<file path="src/rtl/issue_queue_if.sv">
// Dispatch, CDB broadcast and issue signals of the issue queue.
// Parameters must match those of the issue_queue instance it is connected to.
interface issue_queue_if #(
    parameter int TAG_W  = 4,
    parameter int DATA_W = 32,
    parameter int OP_W   = 6,
    parameter int NCDB   = 2
);
    logic                   disp_valid_in;
    logic                   disp_ready_out;
    logic [OP_W-1:0]        disp_op_in;
    logic [TAG_W-1:0]       disp_qj_in;
    logic [TAG_W-1:0]       disp_qk_in;
    logic [DATA_W-1:0]      disp_vj_in;
    logic [DATA_W-1:0]      disp_vk_in;
    logic [DATA_W-1:0]      disp_imm_in;
    logic [TAG_W-1:0]       disp_dest_in;
    logic [31:0]            disp_pc_in;

    logic [NCDB*TAG_W-1:0]  cdb_tag_in;
    logic [NCDB*DATA_W-1:0] cdb_data_in;

    logic                   iss_valid_out;
    logic                   iss_ready_in;
    logic [OP_W-1:0]        iss_op_out;
    logic [DATA_W-1:0]      iss_vj_out;
    logic [DATA_W-1:0]      iss_vk_out;
    logic [DATA_W-1:0]      iss_imm_out;
    logic [TAG_W-1:0]       iss_dest_out;
    logic [31:0]            iss_pc_out;

    modport master (
        output disp_valid_in, disp_op_in, disp_qj_in, disp_qk_in, disp_vj_in, disp_vk_in,
               disp_imm_in, disp_dest_in, disp_pc_in, cdb_tag_in, cdb_data_in, iss_ready_in,
        input  disp_ready_out, iss_valid_out, iss_op_out, iss_vj_out, iss_vk_out,
               iss_imm_out, iss_dest_out, iss_pc_out
    );

    modport slave (
        input  disp_valid_in, disp_op_in, disp_qj_in, disp_qk_in, disp_vj_in, disp_vk_in,
               disp_imm_in, disp_dest_in, disp_pc_in, cdb_tag_in, cdb_data_in, iss_ready_in,
        output disp_ready_out, iss_valid_out, iss_op_out, iss_vj_out, iss_vk_out,
               iss_imm_out, iss_dest_out, iss_pc_out
    );
endinterface

</file>
<file path="src/rtl/issue_queue.sv">
// Out-of-order issue queue: CDB wakeup, oldest-ready select, registered issue port.
// Define ISSUE_QUEUE_CDB_BYPASS_EN to let a same-cycle CDB match make an entry selectable.

// Single-operand wakeup against all CDB ports; the lowest port index wins a tag collision.
module issue_queue_wakeup #(
    parameter int TAG_W  = 4,
    parameter int DATA_W = 32,
    parameter int NCDB   = 2
) (
    input  logic [TAG_W-1:0]       q_in,
    input  logic [DATA_W-1:0]      v_in,
    input  logic [NCDB*TAG_W-1:0]  cdb_tag,
    input  logic [NCDB*DATA_W-1:0] cdb_data,
    output logic [TAG_W-1:0]       q_out,
    output logic [DATA_W-1:0]      v_out
);
    always_comb begin
        q_out = q_in;
        v_out = v_in;
        for (int k = NCDB - 1; k >= 0; k--) begin
            if (q_in != '0 && cdb_tag[k*TAG_W +: TAG_W] == q_in) begin
                q_out = '0;
                v_out = cdb_data[k*DATA_W +: DATA_W];
            end
        end
    end
endmodule

module issue_queue #(
    parameter int DEPTH  = 8,
    parameter int TAG_W  = 4,
    parameter int DATA_W = 32,
    parameter int OP_W   = 6,
    parameter int NCDB   = 2
) (
    input  logic                     clk_in,
    input  logic                     rst_in,
    input  logic                     rdy_in,
    input  logic                     flush_in,
    issue_queue_if.slave             bus,
    output logic [$clog2(DEPTH):0]   count_out
);
    localparam int IDX_W = $clog2(DEPTH);
    localparam int CNT_W = IDX_W + 1;

    logic [DEPTH-1:0]              valid_q, valid_d;
    logic [DEPTH-1:0][OP_W-1:0]    op_q, op_d;
    logic [DEPTH-1:0][TAG_W-1:0]   qj_q, qj_d, qk_q, qk_d, dest_q, dest_d;
    logic [DEPTH-1:0][DATA_W-1:0]  vj_q, vj_d, vk_q, vk_d, imm_q, imm_d;
    logic [DEPTH-1:0][31:0]        pc_q, pc_d;
    logic [DEPTH-1:0][IDX_W-1:0]   rank_q, rank_d;
    logic [CNT_W-1:0]              count_q, count_d;

    logic                          iss_valid_q, iss_valid_d;
    logic [OP_W-1:0]               iss_op_q, iss_op_d;
    logic [DATA_W-1:0]             iss_vj_q, iss_vj_d, iss_vk_q, iss_vk_d, iss_imm_q, iss_imm_d;
    logic [TAG_W-1:0]              iss_dest_q, iss_dest_d;
    logic [31:0]                   iss_pc_q, iss_pc_d;

    logic [DEPTH-1:0][TAG_W-1:0]   wqj, wqk;
    logic [DEPTH-1:0][DATA_W-1:0]  wvj, wvk;
    logic [TAG_W-1:0]              dqj, dqk;
    logic [DATA_W-1:0]             dvj, dvk;

    logic [DEPTH-1:0]              sel_ok;
    logic                          sel_found, free_found, disp_fire, iss_adv, iss_take;
    logic [IDX_W-1:0]              sel_idx, sel_rank, free_idx;

    for (genvar gi = 0; gi < DEPTH; gi++) begin : gen_ent
        issue_queue_wakeup #(.TAG_W(TAG_W), .DATA_W(DATA_W), .NCDB(NCDB)) u_wk_j (
            .q_in(qj_q[gi]), .v_in(vj_q[gi]), .cdb_tag(bus.cdb_tag_in),
            .cdb_data(bus.cdb_data_in), .q_out(wqj[gi]), .v_out(wvj[gi]));
        issue_queue_wakeup #(.TAG_W(TAG_W), .DATA_W(DATA_W), .NCDB(NCDB)) u_wk_k (
            .q_in(qk_q[gi]), .v_in(vk_q[gi]), .cdb_tag(bus.cdb_tag_in),
            .cdb_data(bus.cdb_data_in), .q_out(wqk[gi]), .v_out(wvk[gi]));
    end

    // The entry being dispatched also snoops the CDB on its way in.
    issue_queue_wakeup #(.TAG_W(TAG_W), .DATA_W(DATA_W), .NCDB(NCDB)) u_wk_dj (
        .q_in(bus.disp_qj_in), .v_in(bus.disp_vj_in), .cdb_tag(bus.cdb_tag_in),
        .cdb_data(bus.cdb_data_in), .q_out(dqj), .v_out(dvj));
    issue_queue_wakeup #(.TAG_W(TAG_W), .DATA_W(DATA_W), .NCDB(NCDB)) u_wk_dk (
        .q_in(bus.disp_qk_in), .v_in(bus.disp_vk_in), .cdb_tag(bus.cdb_tag_in),
        .cdb_data(bus.cdb_data_in), .q_out(dqk), .v_out(dvk));

    always_comb begin
        sel_ok = '0;
        for (int i = 0; i < DEPTH; i++) begin
`ifdef ISSUE_QUEUE_CDB_BYPASS_EN
            sel_ok[i] = valid_q[i] && wqj[i] == '0 && wqk[i] == '0;
`else
            sel_ok[i] = valid_q[i] && qj_q[i] == '0 && qk_q[i] == '0;
`endif
        end
    end

    // Rank 0 is the oldest valid entry; ranks stay dense as entries leave.
    always_comb begin
        sel_found  = 1'b0;
        sel_idx    = '0;
        sel_rank   = '0;
        free_found = 1'b0;
        free_idx   = '0;
        for (int i = 0; i < DEPTH; i++) begin
            if (sel_ok[i] && (!sel_found || rank_q[i] < sel_rank)) begin
                sel_found = 1'b1;
                sel_idx   = IDX_W'(i);
                sel_rank  = rank_q[i];
            end
            if (!valid_q[i] && !free_found) begin
                free_found = 1'b1;
                free_idx   = IDX_W'(i);
            end
        end
    end

    assign disp_fire = bus.disp_valid_in && bus.disp_ready_out && free_found;
    assign iss_adv   = !iss_valid_q || bus.iss_ready_in;

    always_comb begin
        valid_d     = valid_q;
        op_d        = op_q;
        qj_d        = qj_q;
        qk_d        = qk_q;
        vj_d        = vj_q;
        vk_d        = vk_q;
        imm_d       = imm_q;
        dest_d      = dest_q;
        pc_d        = pc_q;
        rank_d      = rank_q;
        count_d     = count_q;
        iss_valid_d = iss_valid_q;
        iss_op_d    = iss_op_q;
        iss_vj_d    = iss_vj_q;
        iss_vk_d    = iss_vk_q;
        iss_imm_d   = iss_imm_q;
        iss_dest_d  = iss_dest_q;
        iss_pc_d    = iss_pc_q;
        iss_take    = 1'b0;
        if (flush_in) begin
            valid_d     = '0;
            rank_d      = '0;
            count_d     = '0;
            iss_valid_d = 1'b0;
        end else begin
            for (int i = 0; i < DEPTH; i++) begin
                if (valid_q[i]) begin
                    qj_d[i] = wqj[i];
                    vj_d[i] = wvj[i];
                    qk_d[i] = wqk[i];
                    vk_d[i] = wvk[i];
                end
            end
            if (iss_adv) begin
                iss_valid_d = sel_found;
                if (sel_found) begin
                    iss_take          = 1'b1;
                    valid_d[sel_idx]  = 1'b0;
                    iss_op_d          = op_q[sel_idx];
                    iss_vj_d          = wvj[sel_idx];
                    iss_vk_d          = wvk[sel_idx];
                    iss_imm_d         = imm_q[sel_idx];
                    iss_dest_d        = dest_q[sel_idx];
                    iss_pc_d          = pc_q[sel_idx];
                    for (int i = 0; i < DEPTH; i++) begin
                        if (valid_q[i] && rank_q[i] > sel_rank)
                            rank_d[i] = rank_q[i] - IDX_W'(1);
                    end
                end
            end
            if (disp_fire) begin
                valid_d[free_idx] = 1'b1;
                op_d[free_idx]    = bus.disp_op_in;
                qj_d[free_idx]    = dqj;
                vj_d[free_idx]    = dvj;
                qk_d[free_idx]    = dqk;
                vk_d[free_idx]    = dvk;
                imm_d[free_idx]   = bus.disp_imm_in;
                dest_d[free_idx]  = bus.disp_dest_in;
                pc_d[free_idx]    = bus.disp_pc_in;
                // Youngest rank counts survivors, excluding the one leaving this edge.
                rank_d[free_idx]  = IDX_W'(count_q - CNT_W'(iss_take));
            end
            count_d = count_q + CNT_W'(disp_fire) - CNT_W'(iss_take);
        end
    end

    always_ff @(posedge clk_in) begin
        if (!rst_in) begin
            valid_q     <= '0;
            op_q        <= '0;
            qj_q        <= '0;
            qk_q        <= '0;
            vj_q        <= '0;
            vk_q        <= '0;
            imm_q       <= '0;
            dest_q      <= '0;
            pc_q        <= '0;
            rank_q      <= '0;
            count_q     <= '0;
            iss_valid_q <= 1'b0;
            iss_op_q    <= '0;
            iss_vj_q    <= '0;
            iss_vk_q    <= '0;
            iss_imm_q   <= '0;
            iss_dest_q  <= '0;
            iss_pc_q    <= '0;
        end else if (rdy_in) begin
            valid_q     <= valid_d;
            op_q        <= op_d;
            qj_q        <= qj_d;
            qk_q        <= qk_d;
            vj_q        <= vj_d;
            vk_q        <= vk_d;
            imm_q       <= imm_d;
            dest_q      <= dest_d;
            pc_q        <= pc_d;
            rank_q      <= rank_d;
            count_q     <= count_d;
            iss_valid_q <= iss_valid_d;
            iss_op_q    <= iss_op_d;
            iss_vj_q    <= iss_vj_d;
            iss_vk_q    <= iss_vk_d;
            iss_imm_q   <= iss_imm_d;
            iss_dest_q  <= iss_dest_d;
            iss_pc_q    <= iss_pc_d;
        end
    end

    assign bus.disp_ready_out = (count_q != CNT_W'(DEPTH));
    assign bus.iss_valid_out  = iss_valid_q;
    assign bus.iss_op_out     = iss_op_q;
    assign bus.iss_vj_out     = iss_vj_q;
    assign bus.iss_vk_out     = iss_vk_q;
    assign bus.iss_imm_out    = iss_imm_q;
    assign bus.iss_dest_out   = iss_dest_q;
    assign bus.iss_pc_out     = iss_pc_q;
    assign count_out          = count_q;
endmodule

</file>
<file path="src/flat_wrapper.sv">
// flat-port wrapper written by rule: the top's interface ports become plain ports
module issue_queue_flat 
#(
    parameter int DEPTH  = 8,
    parameter int TAG_W  = 4,
    parameter int DATA_W = 32,
    parameter int OP_W   = 6,
    parameter int NCDB   = 2
)
  (clk_in, rst_in, rdy_in, flush_in, count_out, bus_disp_valid_in, bus_disp_op_in, bus_disp_qj_in, bus_disp_qk_in, bus_disp_vj_in, bus_disp_vk_in, bus_disp_imm_in, bus_disp_dest_in, bus_disp_pc_in, bus_cdb_tag_in, bus_cdb_data_in, bus_iss_ready_in, bus_disp_ready_out, bus_iss_valid_out, bus_iss_op_out, bus_iss_vj_out, bus_iss_vk_out, bus_iss_imm_out, bus_iss_dest_out, bus_iss_pc_out);
  issue_queue_if #(.TAG_W(TAG_W), .DATA_W(DATA_W), .OP_W(OP_W), .NCDB(NCDB)) bus_i ();
  input  logic clk_in;
  input  logic rst_in;
  input  logic rdy_in;
  input  logic flush_in;
  output logic [$clog2(DEPTH):0] count_out;
  input wire logic [$bits(bus_i.disp_valid_in)-1:0] bus_disp_valid_in;
  input wire logic [$bits(bus_i.disp_op_in)-1:0] bus_disp_op_in;
  input wire logic [$bits(bus_i.disp_qj_in)-1:0] bus_disp_qj_in;
  input wire logic [$bits(bus_i.disp_qk_in)-1:0] bus_disp_qk_in;
  input wire logic [$bits(bus_i.disp_vj_in)-1:0] bus_disp_vj_in;
  input wire logic [$bits(bus_i.disp_vk_in)-1:0] bus_disp_vk_in;
  input wire logic [$bits(bus_i.disp_imm_in)-1:0] bus_disp_imm_in;
  input wire logic [$bits(bus_i.disp_dest_in)-1:0] bus_disp_dest_in;
  input wire logic [$bits(bus_i.disp_pc_in)-1:0] bus_disp_pc_in;
  input wire logic [$bits(bus_i.cdb_tag_in)-1:0] bus_cdb_tag_in;
  input wire logic [$bits(bus_i.cdb_data_in)-1:0] bus_cdb_data_in;
  input wire logic [$bits(bus_i.iss_ready_in)-1:0] bus_iss_ready_in;
  output wire logic [$bits(bus_i.disp_ready_out)-1:0] bus_disp_ready_out;
  output wire logic [$bits(bus_i.iss_valid_out)-1:0] bus_iss_valid_out;
  output wire logic [$bits(bus_i.iss_op_out)-1:0] bus_iss_op_out;
  output wire logic [$bits(bus_i.iss_vj_out)-1:0] bus_iss_vj_out;
  output wire logic [$bits(bus_i.iss_vk_out)-1:0] bus_iss_vk_out;
  output wire logic [$bits(bus_i.iss_imm_out)-1:0] bus_iss_imm_out;
  output wire logic [$bits(bus_i.iss_dest_out)-1:0] bus_iss_dest_out;
  output wire logic [$bits(bus_i.iss_pc_out)-1:0] bus_iss_pc_out;
  assign bus_i.disp_valid_in = bus_disp_valid_in;
  assign bus_i.disp_op_in = bus_disp_op_in;
  assign bus_i.disp_qj_in = bus_disp_qj_in;
  assign bus_i.disp_qk_in = bus_disp_qk_in;
  assign bus_i.disp_vj_in = bus_disp_vj_in;
  assign bus_i.disp_vk_in = bus_disp_vk_in;
  assign bus_i.disp_imm_in = bus_disp_imm_in;
  assign bus_i.disp_dest_in = bus_disp_dest_in;
  assign bus_i.disp_pc_in = bus_disp_pc_in;
  assign bus_i.cdb_tag_in = bus_cdb_tag_in;
  assign bus_i.cdb_data_in = bus_cdb_data_in;
  assign bus_i.iss_ready_in = bus_iss_ready_in;
  assign bus_disp_ready_out = bus_i.disp_ready_out;
  assign bus_iss_valid_out = bus_i.iss_valid_out;
  assign bus_iss_op_out = bus_i.iss_op_out;
  assign bus_iss_vj_out = bus_i.iss_vj_out;
  assign bus_iss_vk_out = bus_i.iss_vk_out;
  assign bus_iss_imm_out = bus_i.iss_imm_out;
  assign bus_iss_dest_out = bus_i.iss_dest_out;
  assign bus_iss_pc_out = bus_i.iss_pc_out;
  issue_queue #(.DEPTH(DEPTH), .TAG_W(TAG_W), .DATA_W(DATA_W), .OP_W(OP_W), .NCDB(NCDB)) u_core (.clk_in(clk_in), .rst_in(rst_in), .rdy_in(rdy_in), .flush_in(flush_in), .bus(bus_i), .count_out(count_out));
endmodule
</file>
<file path="config.mk">
export PLATFORM = sky130hd
export DESIGN_NAME = issue_queue_flat
export DESIGN_NICKNAME = d
export VERILOG_FILES = /design/src/rtl/issue_queue_if.sv /design/src/rtl/issue_queue.sv /design/src/flat_wrapper.sv
export SDC_FILE = /design/constraint.sdc
export NUM_CORES = 2
export LEC_CHECK = 0
export CAP_MARGIN = 15
export CORE_MARGIN = 2
export CORE_UTILIZATION = 57
export CTS_BUF_LIST = sky130_fd_sc_hd__clkbuf_8
export CTS_CLUSTER_DIAMETER = 200
export CTS_CLUSTER_SIZE = 25
export DETAILED_ROUTE_END_ITERATION = 6
export PLACE_DENSITY = 0.77
export SLEW_MARGIN = 30
export SYNTH_ARGS = -nofsm -noshare
export SYNTH_HDL_FRONTEND = slang
export SYNTH_SLANG_ARGS = --single-unit
</file>
<file path="constraint.sdc">
create_clock -name clk_in -period 12.4 [get_ports clk_in]
set_input_delay 3.72 -clock clk_in [delete_from_list [all_inputs] [get_ports clk_in]]
set_output_delay 3.72 -clock clk_in [all_outputs]
set_load 0.02 [all_outputs]
</file>
# == Word level (Yosys, flattened, before mapping) ==
# Index checks and enable logic that the tools add are counted.
# totals
reg_bits,1343
input_bits,224
out_inout_bits,144
elab_cells,533
# op_classes
n_addsub,11
order_cmp,19
eq_ne,37
n_mux,235
bitwise_logic,4
reduce_logical,146
# op_table
operator,n
two-way mux 32 bit,75
bitwise mux 256 bit,4
two-way mux 256 bit,2
binary-select mux 32 bit (select 3 bit),4
two-way mux 4 bit,71
equality test 4 bit,36
two-way mux 24 bit,5
bitwise mux 32 bit,3
demux 32 bit (select 3 bit),1
logical AND 1 bit,78
two-way mux 3 bit,25
nonzero test 4 bit,18
zero test 4 bit,16
bitwise mux 48 bit,1
two-way mux 8 bit,5
two-way mux 1 bit,25
bitwise mux 24 bit,1
> comparator 3 bit,8
"subtractor 3 x 1 -> 3 bit, second input constant",8
zero test 1 bit,21
< comparator 3 bit,7
binary-select mux 6 bit (select 3 bit),1
demux 6 bit (select 3 bit),1
binary-select mux 4 bit (select 3 bit),1
other kinds (20),35

# == Logic depth before layout (Yosys ltp) ==
# depth
ltp_word,44
mapped_depth,63
mapped_depth_nobuf,58

# == Cells and area by module ==
# A second synthesis with hierarchy kept.
# hier_totals
hier_cells,10884
area_unflattened_um2,79339.8
# modules_own_cells
mod,n_inst,cells_each,area_each_um2
issue_queue,1,7788,62133.3
issue_queue_wakeup,18,172,955.9

# == Worst setup path after synthesis ==
# OpenSTA, ideal clock, no wires.
# synth_timing
kind,register to register
startpoint,reg u_core.qk_q[3] in the netlist's numbering
endpoint,reg u_core.rank_q[16] in the netlist's numbering
setup_ns,0.082
arrival_ns,12.543
setup_slack_ns,-0.226
path_stages_with_launch,58
n_path_buf,5
synth_period_minus_slack_ns,12.626
cell_sequence,dfxtp_1 > nor4_4 > and3_1 > nand2_1 > ha_1 > a211oi_2 > o21a_1 > nor2_1 > a21oi_1 > ha_1 > a21o_1 > nor2_1 > nand2_1 > a21oi_1 > mux2_2 > ha_1 > o21ai_0 > nand2b_1 > [22 not listed] > buf_1 > o21ai_0 > ha_1 > nor2_1 > nor2_1 > nand2_1 > o21a_1 > buf_6 > clkbuf_1 > clkbuf_1 > o21ai_0 > ha_1 > nor2_1 > o21ai_0 > mux2_2 > a211oi_2 > mux2_2 > o221ai_1
# synth_via
elab_chain_len,40
word_cells_on_any_way,59
cone_classes,add/sub: 1; order compare: 8; mux: 26; reduce/logical: 24
# synth_lines
element,line_no,text
"start, declared",issue_queue.sv:48,"logic [DEPTH-1:0][TAG_W-1:0] qj_q, qj_d, qk_q, qk_d, dest_q, dest_d;"
"start signal, assigned",issue_queue.sv:212,qk_q <= qk_d;
zero test 4 bit *,issue_queue.sv:92,sel_ok[i] = valid_q[i] && qj_q[i] == '0 && qk_q[i] == '0;
logical AND 1 bit *,issue_queue.sv:92,
two-way mux 3 bit or two-way mux 1 bit (tied branches),issue_queue.sv:105,if (sel_ok[i] && (!sel_found || rank_q[i] < sel_rank)) begin
< comparator 3 bit or zero test 1 bit (tied branches),issue_queue.sv:105,
logical OR 1 bit,issue_queue.sv:105,
logical AND 1 bit,issue_queue.sv:105,
two-way mux 3 bit or two-way mux 1 bit (tied branches),issue_queue.sv:105,
< comparator 3 bit or zero test 1 bit (tied branches),issue_queue.sv:105,
[24 not listed],n/a,
logical AND 1 bit,issue_queue.sv:166,if (valid_q[i] && rank_q[i] > sel_rank)
two-way mux 3 bit,issue_queue.sv:166,
two-way mux 24 bit,issue_queue.sv:156,if (sel_found) begin
two-way mux 24 bit,issue_queue.sv:154,if (iss_adv) begin
two-way mux 24 bit,issue_queue.sv:140,if (flush_in) begin
bitwise mux 24 bit,issue_queue.sv:182,rank_d[free_idx] = IDX_W'(count_q - CNT_W'(iss_take));
two-way mux 24 bit *,issue_queue.sv:171,if (disp_fire) begin
two-way mux 24 bit *,issue_queue.sv:140,
"end signal, assigned",issue_queue.sv:218,rank_q <= rank_d;
"end, declared",issue_queue.sv:51,"logic [DEPTH-1:0][IDX_W-1:0] rank_q, rank_d;"
# Every way passes the cells marked *; elsewhere a longest branch is shown, timed or not. The select of a mux whose other input is x is not followed.
# A chain may end at the register's enable or synchronous reset.

# == Worst setup path in the final report ==
# layout_timing
startpoint,reg u_core.qj_q[3] in the netlist's numbering
endpoint,reg u_core.rank_q[9] in the netlist's numbering
# layout_via
elab_chain_len,41
word_cells_on_any_way,60
cone_classes,add/sub: 1; order compare: 8; mux: 26; reduce/logical: 25
# layout_lines
element,line_no,text
"start, declared",issue_queue.sv:48,
"start signal, assigned",issue_queue.sv:211,qj_q <= qj_d;
zero test 4 bit *,issue_queue.sv:92,
logical AND 1 bit * (2 in a row),issue_queue.sv:92,
two-way mux 3 bit or two-way mux 1 bit (tied branches),issue_queue.sv:105,
< comparator 3 bit or zero test 1 bit (tied branches),issue_queue.sv:105,
logical OR 1 bit,issue_queue.sv:105,
logical AND 1 bit,issue_queue.sv:105,
two-way mux 3 bit or two-way mux 1 bit (tied branches),issue_queue.sv:105,
< comparator 3 bit or zero test 1 bit (tied branches),issue_queue.sv:105,
[24 not listed],n/a,
logical AND 1 bit,issue_queue.sv:166,
two-way mux 3 bit,issue_queue.sv:166,
two-way mux 24 bit,issue_queue.sv:156,
two-way mux 24 bit,issue_queue.sv:154,
two-way mux 24 bit,issue_queue.sv:140,
bitwise mux 24 bit,issue_queue.sv:182,
two-way mux 24 bit *,issue_queue.sv:171,
two-way mux 24 bit *,issue_queue.sv:140,
# Marked as above.

==> run_results.csv <==
group,metric,value,unit
grt,grt_max_degree,230,
timing,rsz0062_at_grt,"false",
floorplanning,fp.dieArea,139200,um2
setup_path,worstPathMaxFanout,7,
timing,fin_crit_sh,93.36,%
placed_design,place_congestion,1.010,
synthesis,ys_seq_area_share,34.62,%
pwr,seq_power_share,62.2,%
clock_network,clock_latency,0.94,ns
timing,hold_viol,0,
job,cap_viol_max_count,0,
clock_network,clkTransAtPathRegs,0.19,ns
timing,slew_viol_final,0,
setup_path,path_class,"register to register",
floorplanning,core,135300,um2
clock_network,cts.root.buffer_cell,"clkbuf_8",
synthesis,yosys_warnings,0,
final_layout,fin_util,60.81,%
timing,finalClockSkew,0.03768,ns
floorplanning,placementRows,135,
synthesis,muxShareOfSynthArea,9.296,%
pwr,power_density,85.26,nW/um2
detailed_routing,drt_iter0_drc,13590,
detailed_routing,wirelength,318900,um
synthesis,synthCells,10770,
setup_path,crit_start,"u_core.qj_q[3]",
setup_path,cp.arrival,12.41,ns
timing,relSlewSlack,18.31,%
final_layout,multi_input_area,46550,um2
synthesis,synth_simple_gate_area_share,17.89,%
placed_design,numPortBuffers,367,
final_layout,final_cell_mix,"nand2_1 (2703), dfxtp_1 (1337), o21ai_0 (1329)",
timing,setup_viol,0,
synthesis,synthAdderAreaFrac,0.7943,%
detailed_routing,via_per_inst,6.851,
timing,period_minus_slack,11.58,ns
placed_design,dp_hpwl,177800,um
synthesis,synth_top_family_by_area,"compound AO/OA/AOI/OAI gates",
synthesis,synth.distinct_cells,86,
pwr,p_comb_share,10.9,%
grt,grt_use_total,43.26,%
synthesis,syn_nets,11040,
clock_network,h-tree-depth,2,
setup_path,crit_path_max_incr_delay,0.46,ns
final_layout,syn_to_final_growth,5.947,%
setup_path,critPathMostFrequentCell,"ha_1",
pwr,p_clk_share,26.9,%
synthesis,synth_xor_area_share,1.793,%
synthesis,synth_ff_type,"dfxtp_1",
pwr,vdd_drop_max,0.09255,mV
grt,grt-ovfl-total,0,
synthesis,synth_edf_count,0,
floorplanning,io_pins,368,
timing,fmax,0.08638,GHz
detailed_routing,wl_per_cell,26.44,um
floorplanning,initial_core_util,57.40,%
setup_path,cp-end-kind,"register",
min_path,worstHoldStart,"u_core.bus.iss_vj_out[1]",
final_layout,n_fill_cell,12180,
clock_network,cts_sinks,1343,
detailed_routing,drc_errors,64,
setup_path,r2r_slack,0.82,ns
timing,tightest_slew,1.225,ns
setup_path,slowest_stage,"a2111oi_4",
synthesis,synthArstFlopShare,0,%
clock_network,cts_inserted_buffers,59,
clock_network,cts_hold_buf,0,
synthesis,yosysTopAreaCellShare,34.62,%
final_layout,layout_commonest_cell,"nand2_1",
pwr,intPower,5.026,mW
synthesis,ys_top_cells_by_area,"dfxtp_1 (35%), nand2_1 (13%), mux2i_1 (9.2%)",
synthesis,syn_area,77660,um2
setup_path,worstSetupEndpoint,"u_core.rank_q[9]",
pwr,p_leak,27.65,nW
detailed_routing,first_pass_iters,7,
setup_path,startpoint_type,"register",
grt,grt_pass1_wl,472000,um
final_layout,regArea,26900,um2
clock_network,cts_tree,"built",
synthesis,ys_seq_elements,1343,
pwr,switching_share,28.35,%
grt,antenna_found_initial,41,
pwr,switching_power,1.989,mW
setup_path,reg2reg_to,"u_core.rank_q[9]",
floorplanning,die_y,373.1,um
synthesis,synth-compound-area-share,29.26,%
setup_path,r2r_cells,56,
synthesis,yosysTopAreaCell,"dfxtp_1",
detailed_routing,ant_nets,0,
final_layout,nNetsFinal,10520,
detailed_routing,route.vias.total,82620,
min_path,hp-class,"register to register",
synthesis,avgSynthCellArea,7.212,um2
setup_path,cp.required,13.24,ns
floorplanning,die_x,373.1,um
grt,grt_pass1_vias,77670,
run_status,violations,"design-rule violations",
timing,setup-tns-final,0,ns
run_status,status,"finished, violations left",
clock_network,cts_buffer_depth,3,
setup_path,r2r_start,"u_core.qj_q[3]",
final_layout,drive_gt1_share,4.261,%
how the worst min path moves through the flow:
stage	endpoint	slack (ns)	cells past startpoint
final	u_core.bus.iss_vj_out[1]	0.46	2
after CTS	u_core.bus.iss_vj_out[3]	0.47	2
after global placement	u_core.bus.iss_vj_out[3]	0.44	2
after detailed placement	u_core.bus.iss_vj_out[1]	0.45	2
after global routing	u_core.bus.iss_vj_out[3]	0.49	2
after floorplan	u_core.imm_q[56]	0.44	2
sequential cells by signal, indices dropped and copies added, names as in the netlist, 48 cells and up:
| name | flops |
|---|---|
| u_core.op_q | 48 |
| u_core.vj_q | 256 |
| u_core.imm_q | 256 |
| u_core.pc_q | 256 |
| u_core.vk_q | 256 |
power groups by stage:
stage               combinational (mW)  clock (mW)  sequential [mW]
finish                           0.768        1.88             4.36
global route                     0.791        1.99             4.37
CTS                              0.727        1.87             4.36
detailed placement               0.725           0             4.45
global placement                 0.717           0             4.45
floorplan                        0.455           0             4.45
metrics by stage:
| step | cell area [um2] | setup slack (ns) | cells | hold WS [ns] | power, mW |
|---|---|---|---|---|---|
| after detailed placement | 81200 | 0.1418 | 11960 | 0.4463 | 5.179 |
| final | 82280 | 0.8232 | 12060 | 0.4606 | 7.015 |
| after global routing | 82260 | 0.01256 | 12050 | 0.4865 | 7.153 |
| after global placement | 81120 | 0.2398 | 11960 | 0.4394 | 5.170 |
| after CTS | 82070 | 0.01336 | 12030 | 0.4652 | 6.956 |
| after floorplan | 77670 | 0.02661 | 10770 | 0.4437 | 4.908 |
Yosys cell counts (83+ instances only):
cell type,count
nand2_1,2720
dfxtp_1,1343
o21ai_0,1333
a21oi_1,1032
clkbuf_1,934
mux2i_1,712
a21boi_0,602
nor2_1,379
o22ai_1,233
a21boi_1,136
xnor2_1,126
nand3_1,118
o21ai_1,92
nor2b_1,86
a21o_1,85
buf_4,83
metal layers:
layer | track usage (%) | wire length, um | vias to the layer above
met5 | 0 | 177 | -
met4 | 31.75 | 27500 | 24
met3 | 13.93 | 47050 | 1818
met2 | 64.39 | 132500 | 6576
met1 | 52.29 | 111700 | 38280
li1 | - | - | 35930
worst max-delay path, delay by kind of cell, from the launching register on:
| family | cells | cell delay, ns |
|---|---|---|
| buffers and inverters | 4 | 0.48 |
| adders and majority gates | 8 | 2.52 |
| muxes | 5 | 1.51 |
| DFF | 1 | 0.40 |
| and+or+nand+nor | 16 | 2.38 |
| AOI/OAI and AO/OA | 23 | 4.20 |
logic make-up (layout without fill, tap and decap cells):
kind of cell | after synthesis | count (layout)
XOR/XNOR | 159 | 159
AND/OR/NAND/NOR | 3477 | 3477
flip-flops | 1343 | 1343
adder cells (fa/ha/maj) | 50 | 50
multiplexers | 720 | 720
buffers and inverters | 1195 | 682
AO/OA/AOI/OAI | 3824 | 3824
other | 0 | 25
what timing repair did:
action	in CTS	in global routing
setup buffers	0	7
gates resized for setup	0	21
setup endpoints to repair	0	168
layout make-up:
type	instances	area share (%)
clock inverter	6	0.07908
multi-input combinational	8230	56.58
clock buffer	59	0.9869
inverter	50	0.2296
tap	1781	2.708
timing repair buffer	567	6.642
antenna	25	0.07604
sequential	1343	32.70
Power figures use the tool's default switching activity.
